File: src/rtl/game_timer_bank.sv
// rtl/game_timer_bank.sv - bank of independent down-counting timers sharing one prescaler
// Each channel has start/stop/hold control and a one-shot or auto-reload mode.
module game_timer_bank #(
  parameter int WIDTH    = 32,
  parameter int CHANNELS = 4,
  parameter int PRESCALE = 1
) (
  input  logic                      clk,
  input  logic                      reset,
  input  logic [CHANNELS*WIDTH-1:0] value,
  input  logic [CHANNELS-1:0]       start,
  input  logic [CHANNELS-1:0]       stop,
  input  logic [CHANNELS-1:0]       hold,
  input  logic [CHANNELS-1:0]       periodic,
  output logic [CHANNELS-1:0]       running,
  output logic [CHANNELS-1:0]       expired,
  output logic [CHANNELS*WIDTH-1:0] count
);

  typedef enum logic {
    ST_IDLE = 1'b0,
    ST_RUN  = 1'b1
  } state_t;

  state_t              state_q  [CHANNELS];
  state_t              state_d  [CHANNELS];
  logic [WIDTH-1:0]    cnt_q    [CHANNELS];
  logic [WIDTH-1:0]    cnt_d    [CHANNELS];
  logic [WIDTH-1:0]    reload_q [CHANNELS];
  logic [WIDTH-1:0]    reload_d [CHANNELS];
  logic [CHANNELS-1:0] mode_q;
  logic [CHANNELS-1:0] mode_d;
  logic [CHANNELS-1:0] expired_q;
  logic [CHANNELS-1:0] expired_d;
  logic                tick;

  generate
    if (PRESCALE > 1) begin : g_prescale
      localparam int PW = $clog2(PRESCALE);
      localparam logic [PW-1:0] PRE_LAST = PW'(PRESCALE - 1);
      logic [PW-1:0] pre_q;
      logic [PW-1:0] pre_d;

      always_comb begin
        pre_d = pre_q + PW'(1);
        if (pre_q == PRE_LAST) begin
          pre_d = '0;
        end
      end

      assign tick = (pre_q == PRE_LAST);

      always_ff @(posedge clk) begin
        if (!reset) begin
          pre_q <= '0;
        end else begin
          pre_q <= pre_d;
        end
      end
    end else begin : g_no_prescale
      assign tick = 1'b1;
    end
  endgenerate

  // Priority per channel: start > stop > hold > tick; idle channels ignore all but start.
  always_comb begin
    mode_d    = mode_q;
    expired_d = '0;
    for (int i = 0; i < CHANNELS; i++) begin
      state_d[i]  = state_q[i];
      cnt_d[i]    = cnt_q[i];
      reload_d[i] = reload_q[i];
      if (start[i]) begin
        state_d[i]  = ST_RUN;
        cnt_d[i]    = value[i*WIDTH +: WIDTH];
        reload_d[i] = value[i*WIDTH +: WIDTH];
        mode_d[i]   = periodic[i];
      end else if (stop[i]) begin
        state_d[i] = ST_IDLE;
      end else if (state_q[i] == ST_RUN && !hold[i] && tick) begin
        if (cnt_q[i] != '0) begin
          cnt_d[i] = cnt_q[i] - WIDTH'(1);
        end else begin
          expired_d[i] = 1'b1;
          if (mode_q[i]) begin
            cnt_d[i] = reload_q[i];
          end else begin
            state_d[i] = ST_IDLE;
          end
        end
      end
    end
  end

  always_ff @(posedge clk) begin
    if (!reset) begin
      mode_q    <= '0;
      expired_q <= '0;
      for (int i = 0; i < CHANNELS; i++) begin
        state_q[i]  <= ST_IDLE;
        cnt_q[i]    <= '0;
        reload_q[i] <= '0;
      end
    end else begin
      mode_q    <= mode_d;
      expired_q <= expired_d;
      for (int i = 0; i < CHANNELS; i++) begin
        state_q[i]  <= state_d[i];
        cnt_q[i]    <= cnt_d[i];
        reload_q[i] <= reload_d[i];
      end
    end
  end

  always_comb begin
    running = '0;
    count   = '0;
    expired = expired_q;
    for (int i = 0; i < CHANNELS; i++) begin
      running[i]                = (state_q[i] == ST_RUN);
      count[i*WIDTH +: WIDTH]   = cnt_q[i];
    end
  end

endmodule

File: config.mk
export PLATFORM = sky130hd
export DESIGN_NAME = game_timer_bank
export DESIGN_NICKNAME = d
export VERILOG_FILES = /design/src/rtl/game_timer_bank.sv
export SDC_FILE = /design/constraint.sdc
export NUM_CORES = 1
export LEC_CHECK = 0
export CORE_MARGIN = 4
export CORE_UTILIZATION = 51
export CTS_CLUSTER_DIAMETER = 40
export DETAILED_ROUTE_END_ITERATION = 16
export PLACE_DENSITY = 0.76
export SYNTH_ARGS = -nofsm -noshare
export SYNTH_HDL_FRONTEND = slang
export SYNTH_SLANG_ARGS = --single-unit
File: constraint.sdc
create_clock -name clk -period 3.8 [get_ports clk]
set_clock_uncertainty 0.15 [all_clocks]
set_input_delay 0.76 -clock clk [delete_from_list [all_inputs] [get_ports clk]]
set_output_delay 0.76 -clock clk [all_outputs]
set_load 0.03 [all_outputs]
==> results.toml, run 1 <==
[hold_path]
hold_end = "reload_q[2][1]$_SDFFE_PN0P_"
min-delay-start = "reload_q[2][1]$_SDFFE_PN0P_"
min_path_type = "register to register"
min_path_cells = 2

[clocking]
ctsHoldBuffers = 0
cts.clk_slew.worst_paths_ps = 50
cts_resized = 0
clk_path_buf_depth = 3
cts_tree = "built"
insertion_delay_ps = 520
htreeDepth = 2
cts_made_buffers = 42
clock_sinks = 268
root_buffer = "clkbuf_16"
cts_setup_buffers = 0

[global_route]
grt_antenna_before_repair = 2
grt_overflow_total = 0
grtUsageTotal = 0.284
grt_pass1_vias = 14200
grt_max_degree = 104
grt_first_pass_wirelength_mm = 73.2

[power_and_ir_drop]
ir_drop_mv = 0.409
p_leak_nw = 7.14
power_density_nw_per_um2 = 484

[floorplan]
fp.dieW_um = 174
start_util = 0.519
die_area_um2 = 30200
pin_count = 282
core_area_um2 = 27000
rows = 60
die_h_um = 174

[sta]
tns_ps = 0
slew_viol_final = 0
grt_setup_unrepaired = "no"
tightest_slew_ps = 1130
setup_viol = 0
fin_crit_ps = 3330
finalCritPeriodShare = 0.875
hold_viol = 0
maxSlewHeadroom = 0.244
timing.fmax_mhz = 301

[final_layout]
final_nets = 2175
seq_area_um2 = 5370
layout-drive-gt1-share = 0.0721
stdcell_area_um2 = 18600
multiInputGateArea_um2 = 8010
insertedDiodeCount = 0
fillerInstances = 2163
area_growth_pct = 32.3

[synthesis]
synth-async-reset-ratio = 0
synth_edf_count = 0
ys.flop_type = "dfxtp_1"
synth_warnings = 0
syn-cell-area_um2 = 14000
synthCells = 1785
seq_area_frac_synth = 0.383
ys_types = 77
synth_seq_cells = 268
syn_nets = 1939
syn-mean-instance-area_um2 = 7.86

[place]
hpwlAfterDp_mm = 30.4
placed_area_um2 = 17100
port_buffers = 281
gp_congestion = 0.883

[drt]
wl_mm = 45.4
antenna_left = 0
firstDrtPassIters = 6
drc_errors = 0
dr_total_vias = 14800
wire_per_inst_um = 19.0
via_per_inst = 6.18
drt_iter0_drc = 1497

[worst_setup_path]
r2r-end = "cnt_q[2][13]$_SDFFE_PN0P_"
r2r_slack_ps = 470
crit_start = "cnt_q[2][0]$_SDFFE_PN0P_"
worstSetupStartpointType = "register"
crit_path_max_fanout = 9
critPathKind = "register to register"
reg2regPathDepth = 9
required_ps = 4090
r2r-start = "cnt_q[2][0]$_SDFFE_PN0P_"
crit_path_end_kind = "register"
cp_data_arrival_time_ps = 3610

[flow_run]
maxCapViolations = 0

[outcome]
status = "complete, no violations"
-- sequential cells by signal, indices dropped and copies added (netlist names) --
register	cells
expired	4
state_q	4
reload_q	128
cnt_q	128
mode_q	4
-- worst max path at each step --
| stage | end | slack [ps] | cells after the start |
|---|---|---|---|
| detailed placement | cnt_q[2][13]$_SDFFE_PN0P_ | 580 | 9 |
| CTS | cnt_q[0][11]$_SDFFE_PN0P_ | 540 | 9 |
| finish | cnt_q[2][13]$_SDFFE_PN0P_ | 470 | 9 |
| global placement | cnt_q[0][11]$_SDFFE_PN0P_ | 660 | 9 |
| floorplan | cnt_q[1][20]$_SDFFE_PN0P_ | 760 | 9 |
| global route | cnt_q[0][11]$_SDFFE_PN0P_ | 260 | 9 |
-- logic make-up after synthesis --
logic type | synth area share
and+or+nand+nor | 0.225
AOI/OAI and AO/OA | 0.254
DFF | 0.383
buffers and inverters | 0.0480
muxes | 0.0523
xor gates and xnor gates | 0.0306
adders and majority gates | 0.00714
-- metal layers --
metal  global-route usage  routed length, um
met5                    0                 28
met2                0.453              20700
met3               0.0643               4060
met4                0.104               1320
met1                0.379              19300
-- cell usage after synthesis, types with 30 or more instances --
cell / instances / area, um^2
xnor2_1: 32 / 280
o21ai_0: 129 / 646
nor3_1: 56 / 280
a31oi_1: 62 / 388
o211ai_1: 34 / 255
a21oi_1: 146 / 731
dfxtp_1: 268 / 5370
nor4_1: 35 / 219
clkbuf_1: 96 / 360
nand3_1: 37 / 185
mux2i_1: 71 / 711
nor2_1: 199 / 747
inv_1: 30 / 113
nand2_1: 211 / 792
-- critical path: stages (launching register included) --
cell	delay, ps
dfxtp_1	350
inv_1	120
ha_1	150
nor4b_1	380
nand4_1	320
or4_1	620
a21oi_1	610
buf_4	300
a22oi_1	80
a21oi_1	170
-- stage by stage --
step | power, mW | instances | util | setup WS [ps] | hold WS (ps)
floorplan | 4.27 | 1785 | - | 764 | 292
global route | 9.31 | 2394 | 0.686 | 263 | 332
finish | 8.99 | 2394 | 0.686 | 475 | 313
global placement | 4.90 | 2318 | 0.631 | 658 | 299
CTS | 9.00 | 2394 | 0.686 | 543 | 311
detailed placement | 4.93 | 2318 | 0.631 | 576 | 302
-- layout by cell type, fill, tap and decap left out, drive strengths merged, types with 10 or more instances in the layout --
cell type      netlist  routed
a211o               27      27
a211oi              20      20
clkbuf              96      53
o211ai              34      34
nand3               37      37
o31ai               11      11
a31oi               62      62
clkinv               1      12
xor2                17      17
xnor2               32      32
clkdlybuf4s50        0     276
dfxtp              268     268
or3                 22      22
nor4                37      37
nand2              211     211
o22ai               15      15
nand4               16      16
nand2b              13      13
nor3                57      57
and3                11      11
or4                 25      25
inv                 32      37
o21ai              135     135
buf                 35      47
mux2i               71      71
o221ai              10      10
nor2               199     199
a21oi              146     146
-- power by group --
group          leakage (nW)  total, mW  internal (mW)  switching, mW
sequential             2.22       3.24           3.00          0.233
clock                 0.743       4.08           2.67           1.41
combinational          4.18       1.67          0.725          0.949
total                  7.14       8.99           6.40           2.59
-- area by class of cell --
class / instances / area share
Inverter: 33 / 0.00681
Multi-Input combinational cell: 1353 / 0.432
Tap cell: 341 / 0.0230
Clock buffer: 53 / 0.0633
Sequential cell: 268 / 0.289
Timing Repair Buffer: 323 / 0.169
Clock inverter: 23 / 0.0175
No activity file was read; power rests on OpenSTA's default activity.
==> run 2, diff against run 1 <==
CORE_MARGIN = 2   (was 4)
PLACE_DENSITY = 0.79   (was 0.76)
==> results.toml, run 2 (same netlist as run 1, synthesis figures left out) <==
[power_and_ir_drop]
ir_drop_mv = 0.436
p_leak_nw = 7.05
p_total_mw = 8.70
power_density_nw_per_um2 = 472

[final_layout]
instances_no_fill = 2387
reg_top3 = "cnt_q (128), reload_q (128)"
layout-drive-gt1-share = 0.0680
mostFrequentLayoutCells = "clkdlybuf4s50_1 (276), dfxtp_1 (268), nand2_1 (211)"
layout_commonest_cell = "clkdlybuf4s50_1"
stdcell_area_um2 = 18400
area_growth_pct = 31.4
final_nets = 2168

[drt]
antenna_left = 0
wl_mm = 44.4
wire_per_inst_um = 18.6
wl_met1_mm = 18.7
wl_met3_mm = 3.82
route.met2.wl_mm = 20.5
via_per_inst = 6.22
drt_iter0_drc = 1532
firstDrtPassIters = 7
dr_total_vias = 14900
drc_errors = 0
routed.top_layer = "met4"

[place]
dp.cells = 2314
hpwlAfterDp_mm = 29.6
gp_congestion = 0.917
pre_cts_slack_ps = 622
placed_area_um2 = 17100
port_buffers = 281

[floorplan]
rows = 60
fp.dieW_um = 170
pin_count = 282
start_util = 0.520
die_area_um2 = 28800
die_h_um = 170
core_area_um2 = 27000

[clocking]
insertion_delay_ps = 520
cts_tree = "built"
htreeDepth = 2
root_buffer = "clkbuf_16"
clk_path_buf_depth = 3
clock_sinks = 268
ctsHoldBuffers = 0
cts_setup_buffers = 0
cts_resized = 0
cts_made_buffers = 39
cts.clk_slew.worst_paths_ps = 60

[global_route]
grt_pass1_vias = 14200
grt_antenna_before_repair = 1
grt_max_degree = 77
grt_first_pass_wirelength_mm = 71.8
grtUsageTotal = 0.299
grt_overflow_total = 0

[worst_setup_path]
crit_path_end_kind = "register"
crit_cells = 9
critical-path-top-delay-family = "simple AND/OR/NAND/NOR gates"
crit_path_max_fanout = 8
reg2regPathDepth = 9
cp_num_buf_inv = 2
crit_start = "cnt_q[2][0]$_SDFFE_PN0P_"
required_ps = 4090
crit_path_max_incr_delay_ps = 640
r2r_slack_ps = 560
critPathKind = "register to register"
worstSetupStartpointType = "register"
r2r-start = "cnt_q[2][0]$_SDFFE_PN0P_"
crit_chain = "inv_1 > ha_1 > nor4b_1 > nand4_1 > or4_1 > a21oi_1 > buf_4 > a22oi_1 > a21oi_1"
cp_data_arrival_time_ps = 3530
r2r-end = "cnt_q[2][13]$_SDFFE_PN0P_"
slowest_stage = "or4_1"
cpMostUsedCell = "a21oi_1"
endpoint = "cnt_q[2][13]$_SDFFE_PN0P_"

[sta]
hold_viol = 0
tns_ps = 0
fin_crit_ps = 3240
timing.fmax_mhz = 309
finalCritPeriodShare = 0.852
fin_ws_ps = 562
grt_setup_unrepaired = "no"
tightest_slew_ps = 1160
slew_viol_final = 0
maxSlewHeadroom = 0.224
setup_viol = 0

[outcome]
status = "complete, no violations"

[flow_run]
maxCapViolations = 0

[hold_path]
min_path_type = "register to register"
[run 2: cell types whose count changed in the layout (fill, tap and decap cells not counted), moves of 3 or more]
cell,previous run,this run
clkbuf_8,6,3
inv_6,5,11
buf_4,41,35
clkinvlp_4,0,3
clkinv_2,7,1
clkbuf_16,43,39
[run 2: power breakdown]
part | internal [mW] | switching, mW
clock network | 2.40 | 1.41
logic | 0.725 | 0.941
registers | 3.00 | 0.234
total | 6.12 | 2.58
[run 2: worst min-delay path by stage]
stage,from,endpoint,cells after the start
2_1_floorplan,reload_q[0][28]$_SDFFE_PN0P_,reload_q[0][28]$_SDFFE_PN0P_,2
3_3_place_gp,reload_q[3][13]$_SDFFE_PN0P_,reload_q[3][13]$_SDFFE_PN0P_,2
3_5_place_dp,reload_q[3][13]$_SDFFE_PN0P_,reload_q[3][13]$_SDFFE_PN0P_,2
4_1_cts,reload_q[3][13]$_SDFFE_PN0P_,reload_q[3][13]$_SDFFE_PN0P_,2
5_1_grt,reload_q[1][18]$_SDFFE_PN0P_,reload_q[1][18]$_SDFFE_PN0P_,2
6_report,reload_q[3][13]$_SDFFE_PN0P_,reload_q[3][13]$_SDFFE_PN0P_,2
[run 2: final cells by class]
class | instances | area (um^2)
clock buffer | 47 | 1040
tap | 341 | 427
sequential | 268 | 5370
fill | 2156 | 8520
multi-input combinational | 1353 | 8010
timing repair buffer | 319 | 3130
inverter | 33 | 126
clock inverter | 24 | 333
antenna | 2 | 5.00
[run 2: worst min-delay path, stage by stage, from the launching register on]
cell and delay [ps]:
dfxtp_1 310, nand2_1 60, a21oi_1 60
[run 2: metal layers]
layer  up-vias  track usage
met1      6942        0.391
met2       755        0.496
met5         -            0
met4         0        0.108
li1       7036            -
met3       118       0.0544
[run 2: metrics by stage]
stage               hold WS (ps)  utilization
finish                       312        0.684
global route                 329        0.684
CTS                          313        0.684
detailed placement           303        0.633
global placement             300        0.633
floorplan                    292            -
